<file path="config.mk">
export PLATFORM = sky130hd
export DESIGN_NAME = decode_issue_queue
export DESIGN_NICKNAME = d
export VERILOG_FILES = /design/src/rtl/decode_issue_queue.sv
export SDC_FILE = /design/constraint.sdc
export NUM_CORES = 2
export LEC_CHECK = 0
export CORE_UTILIZATION = 56
export CTS_BUF_LIST = sky130_fd_sc_hd__clkbuf_8
export DETAILED_ROUTE_END_ITERATION = 10
export PLACE_DENSITY = 0.76
export SYNTH_ARGS = -nofsm -noshare
export SYNTH_HDL_FRONTEND = slang
export SYNTH_SLANG_ARGS = --single-unit
</file>
<file path="constraint.sdc">
create_clock -name clock_i -period 43.7 [get_ports clock_i]
set_clock_uncertainty 0.1 [all_clocks]
set_input_delay 4.37 -clock clock_i [delete_from_list [all_inputs] [get_ports clock_i]]
set_output_delay 4.37 -clock clock_i [all_outputs]
set_load 0.1 [all_outputs]
</file>
<file path="src/rtl/decode_issue_queue.sv">
// FIFO of decoded instruction records between the decoders and dispatch.
// Define DECODE_ISSUE_QUEUE_HWM_EN to add the highWater_o occupancy peak output.
module decode_issue_queue #(
    parameter int addressWidth            = 64,
    parameter int opcodeSize              = 12,
    parameter int funcUnitCodeSize        = 3,
    parameter int instructionCounterWidth = 64,
    parameter int instMinIdWidth          = 7,
    parameter int PidSize                 = 20,
    parameter int TidSize                 = 16,
    parameter int regAccessPatternSize    = 2,
    parameter int bodySize                = 26,
    parameter int queueDepth              = 8,
    parameter int stallMargin             = 2
) (
    input  logic                               clock_i,
    input  logic                               reset_i,
    input  logic                               enable_i,
    input  logic [opcodeSize-1:0]              opcode_i,
    input  logic [addressWidth-1:0]            instructionAddress_i,
    input  logic [funcUnitCodeSize-1:0]        functionalUnitType_i,
    input  logic [instructionCounterWidth-1:0] instMajId_i,
    input  logic [instMinIdWidth-1:0]          instMinId_i,
    input  logic                               is64Bit_i,
    input  logic [PidSize-1:0]                 instPid_i,
    input  logic [TidSize-1:0]                 instTid_i,
    input  logic [regAccessPatternSize-1:0]    op1rw_i,
    input  logic [regAccessPatternSize-1:0]    op2rw_i,
    input  logic                               op1isReg_i,
    input  logic                               op2isReg_i,
    input  logic                               immIsExtended_i,
    input  logic                               immIsShifted_i,
    input  logic [bodySize-1:0]                instructionBody_i,
    input  logic                               stall_i,
    output logic                               stall_o,
    output logic                               enable_o,
    output logic [opcodeSize-1:0]              opcode_o,
    output logic [addressWidth-1:0]            instructionAddress_o,
    output logic [funcUnitCodeSize-1:0]        functionalUnitType_o,
    output logic [instructionCounterWidth-1:0] instMajId_o,
    output logic [instMinIdWidth-1:0]          instMinId_o,
    output logic                               is64Bit_o,
    output logic [PidSize-1:0]                 instPid_o,
    output logic [TidSize-1:0]                 instTid_o,
    output logic [regAccessPatternSize-1:0]    op1rw_o,
    output logic [regAccessPatternSize-1:0]    op2rw_o,
    output logic                               op1isReg_o,
    output logic                               op2isReg_o,
    output logic                               immIsExtended_o,
    output logic                               immIsShifted_o,
    output logic [bodySize-1:0]                instructionBody_o,
    output logic [$clog2(queueDepth):0]        count_o,
    output logic                               overflow_o
`ifdef DECODE_ISSUE_QUEUE_HWM_EN
    ,
    output logic [$clog2(queueDepth):0]        highWater_o
`endif
);

    localparam int PW = $clog2(queueDepth);
    localparam int CW = PW + 1;
    localparam logic [CW-1:0] countOne   = CW'(1);
    localparam logic [CW-1:0] fullLevel  = CW'(queueDepth);
    localparam logic [CW-1:0] stallLevel = CW'(queueDepth - stallMargin);
    localparam logic [PW-1:0] ptrOne     = PW'(1);

    typedef struct packed {
        logic [opcodeSize-1:0]              opcode;
        logic [addressWidth-1:0]            instructionAddress;
        logic [funcUnitCodeSize-1:0]        functionalUnitType;
        logic [instructionCounterWidth-1:0] instMajId;
        logic [instMinIdWidth-1:0]          instMinId;
        logic                               is64Bit;
        logic [PidSize-1:0]                 instPid;
        logic [TidSize-1:0]                 instTid;
        logic [regAccessPatternSize-1:0]    op1rw;
        logic [regAccessPatternSize-1:0]    op2rw;
        logic                               op1isReg;
        logic                               op2isReg;
        logic                               immIsExtended;
        logic                               immIsShifted;
        logic [bodySize-1:0]                instructionBody;
    } record_t;

    record_t          mem [queueDepth];
    record_t          inRec;
    record_t          outRec;
    logic [PW-1:0]    wrPtr;
    logic [PW-1:0]    rdPtr;
    logic [CW-1:0]    count;
    logic [CW-1:0]    countNext;
    logic             isFull;
    logic             doPop;
    logic             doPush;
    logic             dropPush;

    assign inRec = '{
        opcode:             opcode_i,
        instructionAddress: instructionAddress_i,
        functionalUnitType: functionalUnitType_i,
        instMajId:          instMajId_i,
        instMinId:          instMinId_i,
        is64Bit:            is64Bit_i,
        instPid:            instPid_i,
        instTid:            instTid_i,
        op1rw:              op1rw_i,
        op2rw:              op2rw_i,
        op1isReg:           op1isReg_i,
        op2isReg:           op2isReg_i,
        immIsExtended:      immIsExtended_i,
        immIsShifted:       immIsShifted_i,
        instructionBody:    instructionBody_i
    };

    // A pop in the same cycle frees the slot a full-queue push needs.
    assign isFull   = (count == fullLevel);
    assign doPop    = !stall_i && (count != '0);
    assign doPush   = enable_i && (!isFull || doPop);
    assign dropPush = enable_i && isFull && !doPop;

    always_comb begin
        countNext = count;
        if (doPush && !doPop) begin
            countNext = count + countOne;
        end else if (doPop && !doPush) begin
            countNext = count - countOne;
        end
    end

    always_ff @(posedge clock_i) begin
        if (doPush) begin
            mem[wrPtr] <= inRec;
        end
    end

    always_ff @(posedge clock_i) begin
        if (!reset_i) begin
            wrPtr      <= '0;
            rdPtr      <= '0;
            count      <= '0;
            enable_o   <= 1'b0;
            overflow_o <= 1'b0;
            outRec     <= '0;
        end else begin
            count    <= countNext;
            enable_o <= doPop;
            if (doPush) begin
                wrPtr <= wrPtr + ptrOne;
            end
            if (doPop) begin
                rdPtr  <= rdPtr + ptrOne;
                outRec <= mem[rdPtr];
            end
            if (dropPush) begin
                overflow_o <= 1'b1;
            end
        end
    end

`ifdef DECODE_ISSUE_QUEUE_HWM_EN
    always_ff @(posedge clock_i) begin
        if (!reset_i) begin
            highWater_o <= '0;
        end else if (countNext > highWater_o) begin
            highWater_o <= countNext;
        end
    end
`endif

    assign stall_o              = (count >= stallLevel);
    assign count_o              = count;
    assign opcode_o             = outRec.opcode;
    assign instructionAddress_o = outRec.instructionAddress;
    assign functionalUnitType_o = outRec.functionalUnitType;
    assign instMajId_o          = outRec.instMajId;
    assign instMinId_o          = outRec.instMinId;
    assign is64Bit_o            = outRec.is64Bit;
    assign instPid_o            = outRec.instPid;
    assign instTid_o            = outRec.instTid;
    assign op1rw_o              = outRec.op1rw;
    assign op2rw_o              = outRec.op2rw;
    assign op1isReg_o           = outRec.op1isReg;
    assign op2isReg_o           = outRec.op2isReg;
    assign immIsExtended_o      = outRec.immIsExtended;
    assign immIsShifted_o       = outRec.immIsShifted;
    assign instructionBody_o    = outRec.instructionBody;

endmodule

</file>
=== Word-level counts from Yosys, hierarchy flattened ===
Memory sizes are Yosys's and may differ from the RTL's. A register that Yosys moved wholly into a read port is not among the register bits.
Cells that the tools add are included.
Widths: inputs -> output; s select.

* Bits in registers: 12
* Bits in writable memories: 1768
* Input port bits: 225
* Logic and storage cells: 30
* Memories: 1

{| class="wikitable"
|+ Memories
! memory !! depth !! width !! rd ports !! clocked after Yosys merged registers in !! wr ports !! RTL line !! source
|-
| mem || 8 || 221 || 1 || 1 || 1 || 85 || <nowiki>record_t mem [queueDepth];</nowiki>
|}

* $add $sub $neg: 4
* $lt $le $gt $ge: 1
* Eq/ne operators: 1
* Multiplexer cells: 4
* Reduce and logical (&&, ||, !) cells: 14

{| class="wikitable"
|+ Operators by type and width
! cell !! number
|-
| $mux 4 || 2
|-
| $add 3x1->3 const B || 2
|-
| $logic_and 1x1->1 || 6
|-
| $logic_not 1->1 || 5
|-
| $add 4x1->4 const B || 1
|-
| $eq 4x4->1 const B || 1
|-
| $ge 4x3->1 const B || 1
|-
| $reduce_bool 4->1 || 1
|-
| $sub 4x1->4 const B || 1
|-
| $mux 1 || 2
|-
| $reduce_bool 2->1 || 1
|-
| $logic_or 1x1->1 || 1
|}

=== Logic depth before layout (Yosys ltp) ===
* Depth in word-level cells: 8
* Mapped depth: 10
* Depth with buffers taken out: 10

=== Least setup slack after synthesis ===
No wires, ideal clock.

* Path type: input-to-reg
* Start point: in stall_i
* End point: mem mem[0][0] (netlist bit), enable pin
* Arrival time: 25352 ps
* Data required time: 42257 ps
* Path slack: 16905 ps
* Stages: 3
* Buffers on the path: 0
* Path through: nand2_1 -> o21ai_2 -> nor4_1

* Longest elaborated chain between the ends: 6

{| class="wikitable"
|+ Ends and longest elaborated chain
! what !! RTL line !! source
|-
| start, declared || 34 || <nowiki>input logic stall_i,</nowiki>
|-
| $logic_not 1->1 || 117 || <nowiki>assign doPop = !stall_i && (count != '0);</nowiki>
|-
| $logic_and 1x1->1 || 117 ||
|-
| $logic_or 1x1->1 || 118 || <nowiki>assign doPush = enable_i && (!isFull || doPop);</nowiki>
|-
| $logic_and 1x1->1 || 118 ||
|-
| $mux 1 || 131 || <nowiki>if (doPush) begin</nowiki>
|-
| $mux 1 (not written as such) || 132 || <nowiki>mem[wrPtr] <= inRec;</nowiki>
|-
| end, declared || 85 ||
|}

Every way passes these cells.

=== Worst setup path after layout ===
* Start point: in stall_i
* End point: mem mem[5][107] (netlist bit), enable pin

* Longest elaborated chain between the ends: 6

{| class="wikitable"
|+ Ends and longest elaborated chain
! what !! RTL line !! source
|-
| $logic_not 1->1 || 117 ||
|-
| $logic_and 1x1->1 || 117 ||
|-
| $logic_or 1x1->1 || 118 ||
|-
| $logic_and 1x1->1 || 118 ||
|-
| named net doPush || 94 || <nowiki>logic doPush;</nowiki>
|-
| $mux 1 || 131 ||
|-
| $mux 1 (not written as such) || 132 ||
|}

The timed path passes the listed nets, and every way through them passes these cells.

==> impl_metrics.yaml <==
run_status:
  outcome: "completed"
clock_network:
  postCtsSetupBuffers: 0
  cts_sinks: 2001
  clkLatencyLatePin_ns: 1.03
  h-tree-depth: 5
  cts_buffer_depth: 4
  cts.repair.resized: 0
  clock-root-buffer: "clkbuf_8"
  cts_made_buffers: 321
  cts_tree: "done"
  clk_transition_reported_paths_ns: 0.06
  hold_buffers: 0
route:
  drtIter0Drc: 3651
  routedWlPerCell_um: 26.0
  num_vias: 35800
  viasPerCell: 5.99
  drc: 0
  dr.pass1.iters: 5
  ant_nets: 0
  routed_wl_um: 155000
synthesis:
  synth-main-ff-cell: "edfxtp_1"
  synth_edf_count: 1768
  synth_area_um2: 72600
  synth_warnings: 0
  syn_inst: 3371
  synth-async-reset-ratio_pct: 0
  synth.distinct_cells: 34
  avgSynthCellArea_um2: 21.5
  syn_nets: 3602
  ys_seq_area_share_pct: 79.5
  synth-seq-cells: 2001
power_and_ir_drop:
  leakage_nw: 27.2
  totalPowerFinal_mw: 5.41
  ir_drop_v: 0.0000658
  powerDensity_nw_per_um2: 63.8
grt:
  globalRouteMet2Util_pct: 37.2
  grt_pass1_wl_um: 233000
  grt_pass1_vias: 37400
  overflow: 0
  met3_usage_pct: 7.09
  grt_max_degree: 175
  busiest_layer: "met2"
  antenna_found_initial: 36
  track_usage_pct: 24.0
  met1_usage_pct: 33.3
placed_design:
  dpl.hpwl_um: 83600
  pre_cts_slack_ns: 34.37
  gp_congestion: 0.721
  numPortBuffers: 452
die:
  coreArea_um2: 128000
  top_level_ports: 453
  die_area_um2: 131000
  die-width_um: 362
  die_h_um: 362
  row_count: 131
  start_util_pct: 56.7
finish:
  drive_gt1_share_pct: 21.8
  multi_input_area_um2: 13800
  fillerInstances: 8203
  area_growth_pct: 16.7
  postLayoutCoreUtil_pct: 66.1
  nNetsFinal: 4232
  ff_latch_area_um2: 57800
job:
  max_cap_violations: 0
setup_path:
  worstPathMaxFanout: 53
  start_kind: "input pin"
  critical_path_class: "in2reg"
  cp.arrival_ns: 8.79
  required_ns: 44.18
  end_kind: "register"
worst_hold_path:
  worstHoldPathType: "reg2reg"
timing:
  post-route-min-period_ns: 8.31
  worst_pin_slew_ns: 1.26
  worst_slack_ns: 35.39
  fin_setup_tns_ns: 0
  hold_viol_final: 0
  setup_viol: 0
  timing.slew.headroom_pct: 16.1
  max_freq_ghz: 0.120
  slew_violations: 0
  fin_hold_ws_ns: 0.403
  rsz0062_at_grt: "false"
  period_share_pct: 19.0
## Yosys cell counts (2+ instances only)
master | instances | area (um^2)
edfxtp_1 | 1768 | 53100
o21ai_0 | 222 | 1110
nor2_1 | 226 | 848
and2_1 | 7 | 43.8
inv_1 | 4 | 15.0
or3_1 | 3 | 18.8
nor3_1 | 4 | 20.0
ha_1 | 5 | 62.6
a21boi_0 | 2 | 15.0
buf_4 | 38 | 285
clkbuf_1 | 69 | 259
dfxtp_1 | 233 | 4660
xnor2_1 | 6 | 52.6
nor2b_1 | 2 | 12.5
mux4_2 | 442 | 9950
buf_1 | 2 | 7.51
buf_2 | 64 | 320
a21oi_1 | 2 | 10.0
mux2i_1 | 2 | 20.0
nand2_1 | 9 | 33.8
nand2b_1 | 3 | 18.8
o22ai_1 | 221 | 1380
buf_6 | 26 | 293
## metal layers
| metal | vias up | wire, um |
|---|---|---|
| li1 | 15300 | - |
| met1 | 18600 | 62100 |
| met2 | 1578 | 74600 |
| met3 | 281 | 15200 |
| met4 | 54 | 3130 |
| met5 | - | 318 |
## final cells by class
cell class,count,share of cell area [%]
repair buffers,506,5.92
clock buffers,363,5.89
well taps,1729,2.55
multi-input cells,1167,16.2
clock inverters,203,1.20
diodes,12,0.0354
flip-flops and latches,2001,68.1
inverters,4,0.0177
## cells by family after synthesis
family,count (synthesis),synth area share (%)
DFF,2001,79.5
buffers and inverters,203,1.62
xor gates and xnor gates,6,0.0723
and+or+nand+nor,259,1.43
adders and majority gates,6,0.114
muxes,444,13.7
AOI/OAI and AO/OA,452,3.52
## sequential cells by signal, indices dropped and copies added, names as in the netlist, 4 cells and up
register and flops:
opcode_o 12, instructionAddress_o 64, mem 1768, instPid_o 20
instTid_o 16, count_o 4, instMinId_o 7, instructionBody_o 26
instMajId_o 64
## worst max-delay path, cell delays in order
cell and delay (ns):
clkdlybuf4s50_1 0.55, nand2_1 0.19, o21ai_2 0.15, inv_1 0.13, nand2_1 0.21, nor2_4 0.72
buf_4 0.75, buf_4 0.66, buf_4 0.83
## path summary, 6_finish.rpt
check                                start  depth (start not counted)  slack [ns]                  endpoint
worst max register to register    rdPtr[0]                          7       37.99  instructionAddress_o[22]
worst min-delay path            overflow_o                          2        0.40                overflow_o
worst max-delay path               stall_i                          9       35.39               mem[5][107]
worst min register to register  overflow_o                          2        0.40                overflow_o
## power by group
group | switching [mW] | internal (mW) | leakage, nW | total [mW]
clock | 0.696 | 0.798 | 3.47 | 1.49
combinational | 1.05 | 0.521 | 5.72 | 1.57
sequential | 0.0961 | 2.24 | 18.0 | 2.34
## layout by cell type, fill, tap and decap left out, types with 54 or more instances in the layout
cell	Yosys	routed
edfxtp_1	1768	1768
mux4_2	442	442
clkdlybuf4s50_1	0	450
o22ai_1	221	221
clkinv_1	0	54
dfxtp_1	233	231
inv_1	4	105
clkbuf_8	0	363
o21ai_0	222	222
nor2_1	226	223
## stage by stage
stage	instances	instance area [um^2]
global placement	5407	78700
global route	5978	84800
finish	5985	84800
floorplan	3371	72600
CTS	5973	84700
detailed placement	5407	78700
Note: power is estimated with default switching activity, not from simulation.
